## config.mk

```make
export PLATFORM = sky130hd
export DESIGN_NAME = mem_bridge
export DESIGN_NICKNAME = d
export VERILOG_FILES = /design/src/rtl/mem_bridge_pkg.sv /design/src/rtl/mem_bridge_timeout.sv /design/src/rtl/mem_bridge.sv
export SDC_FILE = /design/constraint.sdc
export NUM_CORES = 1
export LEC_CHECK = 0
export CAP_MARGIN = 25
export CELL_PAD_IN_SITES_DETAIL_PLACEMENT = 2
export CELL_PAD_IN_SITES_GLOBAL_PLACEMENT = 2
export CORE_MARGIN = 8
export CORE_UTILIZATION = 35
export CTS_BUF_LIST = sky130_fd_sc_hd__clkbuf_16
export CTS_CLUSTER_DIAMETER = 100
export DETAILED_ROUTE_END_ITERATION = 16
export DONT_BUFFER_PORTS = 1
export GPL_TIMING_DRIVEN = 0
export PLACE_DENSITY = 0.8
export SYNTH_ARGS = -nofsm -noshare
export SYNTH_HDL_FRONTEND = slang
export SYNTH_SLANG_ARGS = --single-unit
```

## constraint.sdc

```tcl
create_clock -name clk -period 4.2 [get_ports clk]
set_input_delay 0.42 -clock clk [delete_from_list [all_inputs] [get_ports clk]]
set_output_delay 0.42 -clock clk [all_outputs]
set_load 0.01 [all_outputs]
```

## src/rtl/mem_bridge_pkg.sv

```systemverilog
// Shared types and constants for the multicycle memory bridge.
// State encoding, read-data destination encoding and the reset value of IR.
// No logic lives here; every consumer imports mem_bridge_pkg::*.
package mem_bridge_pkg;

    typedef enum logic {
        IDLE = 1'b0,
        BUSY = 1'b1
    } state_t;

    typedef enum logic {
        DEST_IR  = 1'b0,
        DEST_MDR = 1'b1
    } dest_t;

    // addi x0, x0, 0 -- IR holds this after reset or an aborted fetch
    localparam logic [31:0] NOP_INSTR = 32'h0000_0013;

endpackage

```

## src/rtl/mem_bridge_timeout.sv

```systemverilog
// Watchdog counting BUSY cycles of one bus transaction.
// expired is combinational in the TIMEOUT_CYCLES-th enabled cycle since clear.
// No backpressure; clear wins over enable.
module mem_bridge_timeout #(
    parameter int TIMEOUT_CYCLES = 255
) (
    input  logic clk,
    input  logic rst,
    input  logic clear,
    input  logic enable,
    output logic expired
);

    localparam int CW = $clog2(TIMEOUT_CYCLES + 1);

    logic [CW-1:0] count;

    // count BUSY cycles; saturate once the limit is hit so it cannot wrap
    always_ff @(posedge clk or posedge rst) begin
        if (rst) begin
            count <= '0;
        end else if (clear) begin
            count <= '0;
        end else if (enable && !expired) begin
            count <= count + CW'(1);
        end
    end

    assign expired = enable && (count == CW'(TIMEOUT_CYCLES - 1));

endmodule

```

## src/rtl/mem_bridge.sv

```systemverilog
// Bridge from control-unit memory strobes to one valid/ready bus transaction; fills IR or MDR.
// Latency: 2 cycles minimum (strobe cycle + one BUSY cycle), plus one per bus wait state.
// Backpressure: stall held while a transaction is outstanding; optional abort with MEM_BRIDGE_TIMEOUT_EN.
module mem_bridge
    import mem_bridge_pkg::*;
#(
    parameter int ADDR_WIDTH     = 32,
    parameter int DATA_WIDTH     = 32,
    parameter int TIMEOUT_CYCLES = 255
) (
    input  logic                  clk,
    input  logic                  rst,
    input  logic                  memory_read,
    input  logic                  memory_write,
    input  logic                  lorD,
    input  logic                  ir_write,
    input  logic [ADDR_WIDTH-1:0] pc_addr,
    input  logic [ADDR_WIDTH-1:0] alu_addr,
    input  logic [DATA_WIDTH-1:0] write_data,
    output logic [DATA_WIDTH-1:0] instruction,
    output logic [DATA_WIDTH-1:0] mem_data,
    output logic                  stall,
    output logic                  bus_error,
    output logic                  bus_req,
    output logic                  bus_we,
    output logic [ADDR_WIDTH-1:0] bus_addr,
    output logic [DATA_WIDTH-1:0] bus_wdata,
    input  logic                  bus_ready,
    input  logic [DATA_WIDTH-1:0] bus_rdata
);

    if (TIMEOUT_CYCLES < 1) begin : g_bad_timeout
        $error("mem_bridge: TIMEOUT_CYCLES must be at least 1");
    end

    state_t state;
    dest_t  dest;
    logic   strobe;
    logic   abort;

    assign strobe = memory_read | memory_write;

`ifdef MEM_BRIDGE_TIMEOUT_EN
    logic expired;

    mem_bridge_timeout #(
        .TIMEOUT_CYCLES(TIMEOUT_CYCLES)
    ) u_timeout (
        .clk    (clk),
        .rst    (rst),
        .clear  (state == IDLE),
        .enable (state == BUSY),
        .expired(expired)
    );

    // a completion in the same cycle as expiry takes priority over the abort
    assign abort = expired & ~bus_ready;

    // sticky error flag, cleared only by reset
    always_ff @(posedge clk or posedge rst) begin
        if (rst) begin
            bus_error <= 1'b0;
        end else if (abort) begin
            bus_error <= 1'b1;
        end
    end
`else
    assign abort     = 1'b0;
    assign bus_error = 1'b0;
`endif

    // freeze the processor from the strobe cycle until the completing (or aborting) cycle
    assign stall = ((state == IDLE) & strobe) |
                   ((state == BUSY) & ~bus_ready & ~abort);

    // transaction FSM: latch request in IDLE, hold the bus in BUSY, capture read data on completion
    always_ff @(posedge clk or posedge rst) begin
        if (rst) begin
            state       <= IDLE;
            dest        <= DEST_MDR;
            bus_req     <= 1'b0;
            bus_we      <= 1'b0;
            bus_addr    <= '0;
            bus_wdata   <= '0;
            instruction <= DATA_WIDTH'(NOP_INSTR);
            mem_data    <= '0;
        end else begin
            case (state)
                IDLE: begin
                    if (strobe) begin
                        state     <= BUSY;
                        bus_req   <= 1'b1;
                        // simultaneous read+write is a write; the read is dropped
                        bus_we    <= memory_write;
                        bus_addr  <= lorD ? alu_addr : pc_addr;
                        bus_wdata <= write_data;
                        dest      <= (ir_write & ~memory_write) ? DEST_IR : DEST_MDR;
                    end
                end
                BUSY: begin
                    if (bus_ready) begin
                        state   <= IDLE;
                        bus_req <= 1'b0;
                        bus_we  <= 1'b0;
                        if (!bus_we) begin
                            if (dest == DEST_IR) begin
                                instruction <= bus_rdata;
                            end else begin
                                mem_data <= bus_rdata;
                            end
                        end
                    end else if (abort) begin
                        state   <= IDLE;
                        bus_req <= 1'b0;
                        bus_we  <= 1'b0;
                        if (!bus_we) begin
                            if (dest == DEST_IR) begin
                                instruction <= DATA_WIDTH'(NOP_INSTR);
                            end else begin
                                mem_data <= '0;
                            end
                        end
                    end
                end
                default: state <= IDLE;
            endcase
        end
    end

endmodule

```

==> results of run 1 <==
-- cells in the final DEF, fill, tap and decap left out, types with 2 or more instances in the layout --
cell type,netlist,routed
dfrtp_1,128,128
mux2_1,2,2
dfstp_2,4,4
buf_4,6,6
nand2_1,34,34
nor2_1,2,2
buf_6,3,3
buf_2,7,7
inv_6,0,4
clkbuf_1,5,5
clkinvlp_4,0,3
mux2i_1,32,32
o21ai_0,34,34
clkbuf_16,0,17
bufinv_16,0,4
inv_1,3,3
clkinv_4,0,3
mux2_2,94,94
-- layout make-up --
cell class              count  area (µm²)
inverters                   3        16.3
well taps                 184         230
plain buffers              21         133
clock buffers              17         425
fillers                  1420        8450
multi-input cells         207        1790
clock inverters            15         204
flip-flops and latches    132        3310
repair buffers              2        37.5
-- cells by family (layout without fill, tap and decap cells) --
kind of cell / Yosys count / in the layout
DFF: 132 / 132
other: 1 / 1
muxes: 128 / 128
and+or+nand+nor: 41 / 41
AOI/OAI and AO/OA: 37 / 37
buffers and inverters: 24 / 58
-- registers in the layout (all words and copies together), names as in the netlist --
signal       cells
mem_data        32
dest             1
bus_addr        32
state            1
bus_req          1
instruction     32
bus_we           1
bus_wdata       32
-- power by group --
group | internal [mW] | switching [mW]
Clock | 0.998 | 0.573
Combinational | 0.444 | 0.335
Sequential | 1.83 | 0.726
Total | 3.27 | 1.63
-- synth_stat cells, types with 2 or more instances --
master and count:
o21ai_0 34, nand2_1 34, buf_2 7, buf_4 6
clkbuf_1 5, buf_6 3, nor2_1 2, mux2i_1 32
inv_1 3, dfstp_2 4, dfrtp_1 128, mux2_2 94
mux2_1 2
-- through the flow --
stage	hold slack [ns]	util	setup slack (ns)
6_report	0.0729	0.421	1.83
2_1_floorplan	0.489	-	0.261
3_5_place_dp	0.405	0.377	2.09
4_1_cts	0.0526	0.421	1.72
5_1_grt	0.0573	0.421	1.61
3_3_place_gp	0.497	0.375	-0.900
-- final timing paths --
path                                                from                          to  slack [ns]  depth (start not counted)
worst max-delay path                     state$_DFF_PP0_                       stall        1.83                          4
worst max register to register           state$_DFF_PP0_             state$_DFF_PP0_        2.44                          4
min in group asynchronous                            rst    bus_wdata[4]$_DFFE_PP0P_        0.58                          2
max in group asynchronous                            rst  instruction[0]$_DFFE_PP1P_        2.84                          3
worst min register to register  bus_addr[20]$_DFFE_PP0P_    bus_addr[20]$_DFFE_PP0P_        0.56                          2
worst min-delay path                         memory_read            dest$_DFFE_PP1P_        0.07                          1
-- layer usage --
metal	GRT usage	share of wire	vias to the layer above	wire length (µm)
met2	0.284	0.52	192	8030
met5	0	0	-	0
met4	0.0481	0.0090	0	139
met1	0.149	0.33	1526	5130
met3	0.103	0.14	12	2080
li1	-	-	1309	-
==> results.sh, run 1 <==
export IMPL_core_area_um2=14600
export IMPL_seq_area_frac_synth=0.632
export IMPL_fmax_mhz=421
export IMPL_row_count=44
export IMPL_max_slew_margin=0.579
export IMPL_antenna_found_initial=0
export IMPL_drtIter0Drc=76
export IMPL_grt_usage=0.161
export IMPL_cts_buffer_depth=2
export IMPL_die_area_um2=19100
export IMPL_setup_viol=0
export IMPL_syn_inst=363
export IMPL_start_util=0.359
export IMPL_vias_per_cell=5.23
export IMPL_routedWlPerCell_um=26.5
export IMPL_final_period_utilization=0.565
export IMPL_dp_hpwl_mm=11.9
export IMPL_die_w_um=138
export IMPL_cts_tree="done"
export IMPL_cts_hold_buf=1
export IMPL_fin_setup_tns_ns=0
export IMPL_n_antenna_cell=0
export IMPL_required_ns=3.78
export IMPL_ys_flop_type="dfrtp_1"
export IMPL_critPathKind="reg -> out"
export IMPL_start_kind="register"
export IMPL_powerDensity_nw_per_um2=799
export IMPL_synth_adder_area_share=0
export IMPL_synthSimpleGateAreaFrac=0.0354
export IMPL_grt_max_degree=69
export IMPL_root_buffer="clkbuf_16"
export IMPL_drv_slew=0
export IMPL_ys_seq_elements=132
export IMPL_synth_area_leader_cell="dfrtp_1"
export IMPL_crit_slowest_cell="dfrtp_1"
export IMPL_report_final_hold_viol_count=0
export IMPL_die_h_um=138
export IMPL_p_leak_nw=2.72
export IMPL_io_pin_count=267
export IMPL_postPlaceCellArea_um2=5500
export IMPL_path_clk_slew_ns=0.06
export IMPL_synth_xor_xnor_area_share=0
export IMPL_ir_drop_v=0.000243
export IMPL_cp_common_cell="buf_4"
export IMPL_clock_skew_ns=0.0112
export IMPL_grt_pass1_vias=3762
export IMPL_drv_cap=0
export IMPL_slowest_delay_ns=0.47
export IMPL_rsz0062_at_grt="false"
export IMPL_drive_gt1_frac=0.380
export IMPL_synth_compound_area_share=0.0373
export IMPL_stdcell_count=581
export IMPL_status="complete, no violations"
export IMPL_crit_path_cell_trace="o21bai_2, buf_4, buf_4, o21ai_0"
export IMPL_place_inst=548
export IMPL_synth_top_area_frac=0.612
export IMPL_synth_top_family_by_area="multiplexers"
export IMPL_yosysWarningCount=0
export IMPL_p_total_mw=4.90
export IMPL_syn2layout_area_growth_pct=17.2
export IMPL_grt_overflow_total=0
export IMPL_final_area_um2=6140
export IMPL_cts_max_level=4
export IMPL_synthArstFlopShare=1.00
export IMPL_min_delay_path_class="in -> reg"
export IMPL_critPathArrivalTime_ns=1.95
export IMPL_num_vias=3039
export IMPL_numCtsBuffers=17
export IMPL_min_period_ns=2.37
export IMPL_grt_pass1_wl_mm=23.7
export IMPL_ctsResizeCount=0
export IMPL_wl_mm=15.4
export IMPL_gp_congestion=0.746
export IMPL_syn_avg_cell_area_um2=14.4
export IMPL_synth_edf_count=0
export IMPL_yosysUniqueCellTypes=22
export IMPL_syn_area_um2=5240
export IMPL_path_delay_family="compound AO/OA/AOI/OAI gates"
export IMPL_ant_nets=0
export IMPL_tightestPinTransition_ns=0.624
export IMPL_endpoint_kind="primary output"
export IMPL_postCtsSetupRepairBufs=0
export IMPL_insertion_delay_ns=0.41
export IMPL_synthMuxAreaShare=0.268
export IMPL_crit_fanout=10
export IMPL_firstDrtPassIters=4
export IMPL_port_buffers=0
export IMPL_final_nets=519
export IMPL_drc=0
export IMPL_cp_num_buf_inv=2
export IMPL_yosys_top_cells_area="dfrtp_1 (61%), mux2_2 (20%), mux2i_1 (6.1%), o21ai_0 (3.2%), nand2_1 (2.4%)"
export IMPL_syn_num_nets=498
export IMPL_numClockSinks=132
Power figures use the tool's default switching activity.
==> run 2: changes to the inputs <==
- clock period: 4.2 -> 2 ns (I/O delays scaled with it)
==> run 2 against run 1 <==
Register-to-register slack worse by 2.1 ns. Critical endpoint unchanged. Sequential power rose by 110%. Die area unchanged. Combinational power grew 140%. Global-route usage rose by 3.9 points. Wire length is 23% higher. Critical path depth unchanged. Sequential share of layout area shrank 6.7 points.
==> results.sh, run 2 (same netlist as run 1, synthesis figures left out) <==
export IMPL_start_util=0.359
export IMPL_path_clk_slew_ns=0.06
export IMPL_fin_setup_tns_ns=0
export IMPL_endpoint_kind="primary output"
export IMPL_min_period_ns=1.88
export IMPL_min_delay_path_class="in -> reg"
export IMPL_cts_max_level=4
export IMPL_critPathArrivalTime_ns=1.68
export IMPL_root_buffer="clkbuf_16"
export IMPL_powerDensity_nw_per_um2=1510
export IMPL_drc=0
export IMPL_drtIter0Drc=83
export IMPL_final_common_cell="dfrtp_1"
export IMPL_dp_hpwl_mm=12.2
export IMPL_required_ns=1.80
export IMPL_cp_common_cell="buf_4"
export IMPL_final_cell_mix="dfrtp_1 (127), mux2_2 (94), dlygate4sd3_1 (86), nand2_1 (34), o21ai_0 (33)"
export IMPL_slowest_delay_ns=0.44
export IMPL_wl_mm=18.9
export IMPL_crit_path_cell_trace="o21bai_4, buf_4, buf_4, o21ai_2"
export IMPL_die_h_um=138
export IMPL_crit_slowest_cell="dfrtp_2"
export IMPL_grt_max_degree=46
export IMPL_cts_buffer_depth=2
export IMPL_gp_congestion=0.731
export IMPL_drv_slew=0
export IMPL_critPathKind="reg -> out"
export IMPL_drv_cap=0
export IMPL_n_antenna_cell=0
export IMPL_core_area_um2=14600
export IMPL_vias_per_cell=5.16
export IMPL_grt_pass1_vias=4302
export IMPL_p_leak_nw=3.08
export IMPL_die_area_um2=19100
export IMPL_io_pin_count=267
export IMPL_die_w_um=138
export IMPL_clock_skew_ns=0.00407
export IMPL_crit_fanout=10
export IMPL_numCtsBuffers=17
export IMPL_firstDrtPassIters=4
export IMPL_start_kind="register"
export IMPL_drive_gt1_frac=0.320
export IMPL_syn2layout_area_growth_pct=33.9
export IMPL_ir_drop_v=0.000541
export IMPL_port_buffers=0
export IMPL_final_period_utilization=0.942
export IMPL_setup_viol=0
export IMPL_grt_pass1_wl_mm=29.0
export IMPL_routedWlPerCell_um=28.3
export IMPL_rsz0062_at_grt="false"
export IMPL_num_vias=3447
export IMPL_final_nets=606
export IMPL_numClockSinks=132
export IMPL_final_util=0.481
export IMPL_hold_ws_ns=0.0111
export IMPL_report_final_hold_viol_count=0
export IMPL_status="complete, no violations"
export IMPL_antenna_found_initial=0
export IMPL_ant_nets=0
export IMPL_grt_usage=0.199
export IMPL_fmax_mhz=531
export IMPL_grt_overflow_total=0
export IMPL_insertion_delay_ns=0.41
export IMPL_row_count=44
export IMPL_cts_tree="done"
[run 2: worst max-delay path, delay by kind of cell, from the launching register on]
| kind | cells | cell delay (ns) |
|---|---|---|
| buf+inv | 2 | 0.47 |
| flops | 1 | 0.44 |
| compound gates | 2 | 0.36 |
[run 2: final timing paths]
| check | slack (ns) | endpoint | depth (start not counted) | start |
|---|---|---|---|---|
| min | 0.01 | bus_addr[19]$_DFFE_PP0P_ | 2 | pc_addr[19] |
| max | 0.12 | stall | 4 | state$_DFF_PP0_ |
| max reg2reg | 0.38 | instruction[30]$_DFFE_PP0P_ | 3 | bus_we$_DFFE_PP0P_ |
| min in group asynchronous | 0.29 | mem_data[22]$_DFFE_PP0P_ | 2 | rst |
| max in group asynchronous | 0.90 | bus_wdata[6]$_DFFE_PP0P_ | 4 | rst |
| min reg2reg | 0.57 | bus_addr[18]$_DFFE_PP0P_ | 2 | bus_addr[18]$_DFFE_PP0P_ |
[run 2: metrics by stage]
stage	power (mW)	cell area [µm²]	setup slack [ns]	instances
2_1_floorplan	6.31	5240	0.166	363
4_1_cts	10.5	7010	0.0784	668
3_3_place_gp	6.87	5470	-0.451	547
6_report	10.6	7010	0.116	668
5_1_grt	11.2	7010	0.00102	668
3_5_place_dp	7.10	5530	0.211	550
[run 2: power by group]
part           internal (mW)  switching, mW  leakage, nW
logic                   1.07          0.829         1.21
registers               3.84           1.60         1.57
clock network           1.97           1.26        0.292
[run 2: cell type report]
class / instances / area (µm²)
plain buffers: 21 / 133
clock buffers: 17 / 425
clock inverters: 15 / 183
fillers: 1357 / 7580
inverters: 3 / 15.0
multi-input cells: 207 / 1800
flip-flops and latches: 132 / 3310
well taps: 184 / 230
repair buffers: 89 / 921
[run 2: timing repair]
| item | CTS | global route |
|---|---|---|
| buffers inserted | 0 | 0 |
| hold buffers | 86 | 0 |
| endpoints found under the setup margin | 1 | 0 |
| hold endpoints to repair | 157 | 0 |
| resized for setup | 4 | 0 |
[run 2: metal layers]
layer,vias up,wire (µm),track usage
li1,1480,-,-
met1,1756,6310,0.190
met2,197,10100,0.355
met3,14,2340,0.119
met4,0,199,0.0532
met5,-,0,0
==> run 3: changes to the inputs <==
- CAP_MARGIN: 25 -> not set
==> results of run 3 <==
Same layout as run 2: the final DEF is identical, and so are final timing and power.
==> RTL change 1: new RTL, config.mk and constraints of run 1 <==
`ADDR_WIDTH`: 32 -> 40.
--- a/src/rtl/mem_bridge.sv
+++ b/src/rtl/mem_bridge.sv
@@ -4,7 +4,7 @@
 module mem_bridge
     import mem_bridge_pkg::*;
 #(
-    parameter int ADDR_WIDTH     = 32,
+    parameter int ADDR_WIDTH     = 40,
     parameter int DATA_WIDTH     = 32,
     parameter int TIMEOUT_CYCLES = 255
 ) (
Interface: changed (resized alu_addr, bus_addr and pc_addr); port bits go from 267 to 291. The function was not compared with the original's and may differ.
==> RTL change 1 against run 1 <==
Area after synthesis rose by 7.2%; total power rose by 4.5%; synthesized cell count rose by 9.6%; sequential cell count grew 8; routed wire length is 10% higher; non-clock buffer count increased by 3; core utilization down 0.53 points; worst setup slack gained 0.14 ns; design area up 6.7%.
==> RTL change 1: results (changes against run 1) <==
run_status:
  outcome: "completed"
cells_and_area:
  final_nets: 570  # +9.8%
  layout-drive-gt1-share_pct: 35.2  # -2.8 points
  final.fill_count: 1599  # +13%
drt:
  routed.top_layer: "met5"
  route.met2.wl_um: 8960  # +12%
  met1_length_um: 5390  # +5.2%
  drt_iter0_drc: 76  # unchanged
  wl_per_cell_um: 26.3  # -0.78%
  drt-total-wl_um: 16900  # +10%
  post_drt_via_cell_ratio: 5.15  # -1.5%
  wl_met3_um: 2290  # +9.9%
timing:
  finalClockSkew_ns: 0.00471  # -0.00654 ns
  worst_pin_slew_ns: 0.536  # -0.0887 ns
  max_freq_mhz: 448  # +6.5%
  holdWs_ns: 0.0835  # +0.0106 ns
power_and_ir_drop:
  p_per_area_nw_per_um2: 782  # -2.1%
  p_leak_nw: 2.91  # +6.9%
  pwr-share-clk_pct: 31.1  # -0.9 points
  max-vdd-ir-drop_v: 0.000244  # +0.26%
  power.share.switching_pct: 32.9  # -0.43 points
  seqPwrFrac_pct: 52.7  # +0.6 points
critical_path:
  cp_slowest_cell: "dfrtp_1"
  critical_path_arrival_ns: 1.81  # -0.14 ns
  crit_type: "register to output pin"
  r2r-end: "instruction[3]"
  r2r_slack_ns: 2.57  # +0.13 ns
grt:
  use_met2_pct: 30.1  # +1.7 points
  grt_usage_pct: 16.8  # +0.66 points
  antenna_found_initial: 1  # +1
  gr-usage-met3_pct: 8.85  # -1.5 points
  grt_pass1_vias: 4098  # +8.9%
  grt_pass1_wl_um: 25400  # +7.2%
  use_met1_pct: 15.7  # +0.75 points
synth:
  synth.area.top_cells: "dfrtp_1, mux2_2, mux2i_1, o21ai_0, nand2_1"
  synth_common_cells: "dfrtp_1, mux2_2, nand2_1, o21ai_0, mux2i_1"
  synth_seq_area_share_pct: 62.5  # -0.70 points
  synth_mux_area_share_pct: 26.4  # -0.38 points
  synth_compound_area_share_pct: 4.32  # +0.59 points
  netlist_instances: 398  # +9.6%
  synthesis.nets: 549  # +10%
  async_reset_ff_share_pct: 100  # unchanged
cts:
  cts-resized-gates: 0  # unchanged
place:
  dp_hpwl_um: 13400  # +13%
  pre_cts_ws_ns: 2.36  # +0.270 ns
  post-place-cells: 615  # +12%
  gp_congestion: 0.745  # -0.11%
  place_area_um2: 5920  # +7.6%
hold_path:
  min_path_cells: 1  # unchanged
## RTL change 1: changes by cell type in the layout (fill, tap and decap cells not counted), sizes merged
cell / run 1 / this run
dfrtp: 128 / 136
mux2i: 32 / 40
nand2: 35 / 43
o21ai: 34 / 42
buf: 17 / 21
inv: 7 / 4
bufinv: 4 / 5
clkbuf: 22 / 21
clkinvlp: 3 / 2
## RTL change 1: layout make-up
cell class / count / area [um2] / share of cell area, %
Clock inverter: 12 / 198 / 3.02
Buffer: 24 / 154 / 2.35
Tap cell: 216 / 270 / 4.12
Inverter: 3 / 16.3 / 0.248
Timing Repair Buffer: 2 / 37.5 / 0.573
Sequential cell: 140 / 3510 / 53.5
Multi-Input combinational cell: 231 / 1940 / 29.7
Clock buffer: 17 / 425 / 6.49
## RTL change 1: repair_timing
action	in CTS	in global routing
setup buffers	0	0
endpoints found under the hold margin	55	0
setup endpoints to repair	0	0
hold buffers	1	0
==> RTL change 2: new RTL, config.mk and constraints of run 1 <==
Made on the original files. The option `MEM_BRIDGE_TIMEOUT_EN` is turned on by a define.
--- a/src/rtl/mem_bridge.sv
+++ b/src/rtl/mem_bridge.sv
@@ -1,6 +1,8 @@
 // Bridge from control-unit memory strobes to one valid/ready bus transaction; fills IR or MDR.
 // Latency: 2 cycles minimum (strobe cycle + one BUSY cycle), plus one per bus wait state.
 // Backpressure: stall held while a transaction is outstanding; optional abort with MEM_BRIDGE_TIMEOUT_EN.
+`define MEM_BRIDGE_TIMEOUT_EN
+
 module mem_bridge
     import mem_bridge_pkg::*;
 #(
Formal check against the unedited RTL: no difference found for any inputs over 4 cycles, from zero or initial values and one cycle with rst high; that may be too few to reach the edited logic, so the function may still have changed.
==> RTL change 2 against run 1 <==
Sequential cell count rose by 9; total power increased by 8.9%; routed wire length up 46%; worst setup slack lost 0.72 ns; maximum frequency shrank 23%; largest cell class unchanged; cell count up 41%; clock power up 4%; via count increased by 56%; critical path depth is 2 higher; critical path type unchanged; area after synthesis is 17% higher; design area grew 16%.
==> RTL change 2: results (changes against run 1) <==
run_status:
  outcome: "completed"
drt:
  drt_iter0_drc: 155  # +100%
  dr.pass1.iters: 4  # unchanged
  via_count: 4749  # +56%
  wl_per_cell_um: 27.3  # +3.1%
place:
  place_area_um2: 6450  # +17%
  gp_congestion: 0.787  # +5.5%
  port_buffers: 0  # unchanged
  dp_hpwl_um: 17200  # +45%
cts:
  clk_root_buffer_cell: "clkbuf_16"
  cts_buffers: 17  # unchanged
  post-cts-setup-buffers: 0  # unchanged
  clk_latency_ns: 0.42
  cts.clk_slew.worst_paths_ns: 0.06  # about the same
  ctsLongestPathBuffers: 2  # unchanged
  hold_buffers: 1  # unchanged
  htree_num_levels: 4  # unchanged
  cts-resized-gates: 0  # unchanged
critical_path:
  cp_slowest_cell: "nor2_2"
  max_stage_delay_ns: 0.55  # +0.08 ns
  crit_fanout: 10  # unchanged
  critical_path_arrival_ns: 2.67  # +0.72 ns
cells_and_area:
  layout-drive-gt1-share_pct: 16.6  # -21 points
  final.fill_count: 1761  # +24%
  n_antenna_cell: 0  # unchanged
  area_delta_synth_final_pct: 15.6
  final_nets: 719  # +39%
synth:
  synth_seq_area_share_pct: 57.6  # -5.6 points
  async_reset_ff_share_pct: 100  # unchanged
  synth_ff_type: "dfrtp_1"
  synth.area.top_cells: "dfrtp_1, o21ai_0, a22oi_1, mux2_2, nand2_1"
  synth_xor_area_share_pct: 0  # unchanged
  synth_common_cells: "dfrtp_1, nand2_1, o21ai_0"
  netlist-cell-type-count: 43  # +95%
  synth_compound_area_share_pct: 18.2  # +15 points
  yosys.area_share.adder_pct: 0.408  # +0.41 points
  yosysWarnings: 0  # unchanged
  synth_top_family_by_area: "compound AO/OA/AOI/OAI gates"
  synthesis.nets: 698  # +40%
  synth_mux_area_share_pct: 11.1  # -16 points
grt:
  antenna_found_initial: 0  # unchanged
  use_met1_pct: 20.3  # +5.4 points
  use_met2_pct: 36.2  # +7.8 points
  grt_pass1_wl_um: 34500  # +46%
  grt_pass1_vias: 5646  # +50%
  gr-usage-met3_pct: 10.3  # -0.072 points
  grt_max_degree: 72  # +4.3%
  grt_usage_pct: 20.4  # +4.3 points
timing:
  finalClockSkew_ns: 0.0113  # +0.00000800 ns
  worst_pin_slew_ns: 0.684  # +0.0601 ns
power_and_ir_drop:
  max-vdd-ir-drop_v: 0.000289  # +19%
  p_leak_nw: 3.07  # +13%
hold_path:
  hold_path_class: "input pin to register"
RTL change 2: stage by stage:
step / TNS, ns / hold slack (ns) / total power, mW / std cells / setup slack [ns]
2_1_floorplan: 0 / 0.485 / 3.24 / 561 / 0.00540
3_3_place_gp: -191.51 / 0.521 / 3.59 / 786 / -1.41
3_5_place_dp: 0 / 0.438 / 3.75 / 787 / 1.54
4_1_cts: 0 / 0.125 / 5.42 / 820 / 1.06
5_1_grt: 0 / 0.124 / 5.67 / 820 / 0.845
6_report: 0 / 0.134 / 5.34 / 820 / 1.11
RTL change 2: kinds of logic (layout without fill, tap and decap cells):
family,Yosys count,in the layout
compound gates,184,184
fa+ha+maj,2,2
buf+inv,46,80
flops,141,141
mux,64,64
simple gates,124,124
RTL change 2: worst max-delay path, delay by kind of cell (launching register included):
family                     cells  cell delay, ns
AOI/OAI and AO/OA              1            0.29
adders and majority gates      1            0.21
buffers and inverters          2            0.46
DFF                            1            0.47
and+or+nand+nor                2            0.83
RTL change 2: cell type report:
type                            instances  area share [%]
Buffer                                 42            2.86
Inverter                                4           0.282
Timing Repair Buffer                    2           0.529
Tap cell                              225            3.97
Multi-Input combinational cell        374            33.6
Clock inverter                         15            2.94
Sequential cell                       141            49.8
Clock buffer                           17            6.00
RTL change 2: worst paths after layout:
| check | start | endpoint | slack [ns] | cells after the start |
|---|---|---|---|---|
| hold reg to reg | dest | dest | 0.55 | 2 |
| setup / recovery | u_timeout.count[0] | stall | 1.11 | 6 |
| setup reg to reg | u_timeout.count[0] | mem_data[4] | 1.94 | 6 |
| max in group asynchronous | rst | instruction[4] | 2.76 | 3 |
| min in group asynchronous | rst | bus_addr[4] | 0.60 | 2 |
| hold / removal | bus_rdata[21] | instruction[21] | 0.13 | 2 |
RTL change 2: per-layer routing:
layer / part of all wire [%] / vias to the layer above
met3: 12 / 24
met2: 53 / 225
met5: 0 / -
met4: 1.5 / 0
met1: 33 / 2433
li1: - / 2067
RTL change 2: report_power, final:
part	internal (mW)	switching (mW)	leakage (nW)
clock network	1.01	0.633	0.309
logic	0.496	0.553	1.20
registers	1.86	0.787	1.56
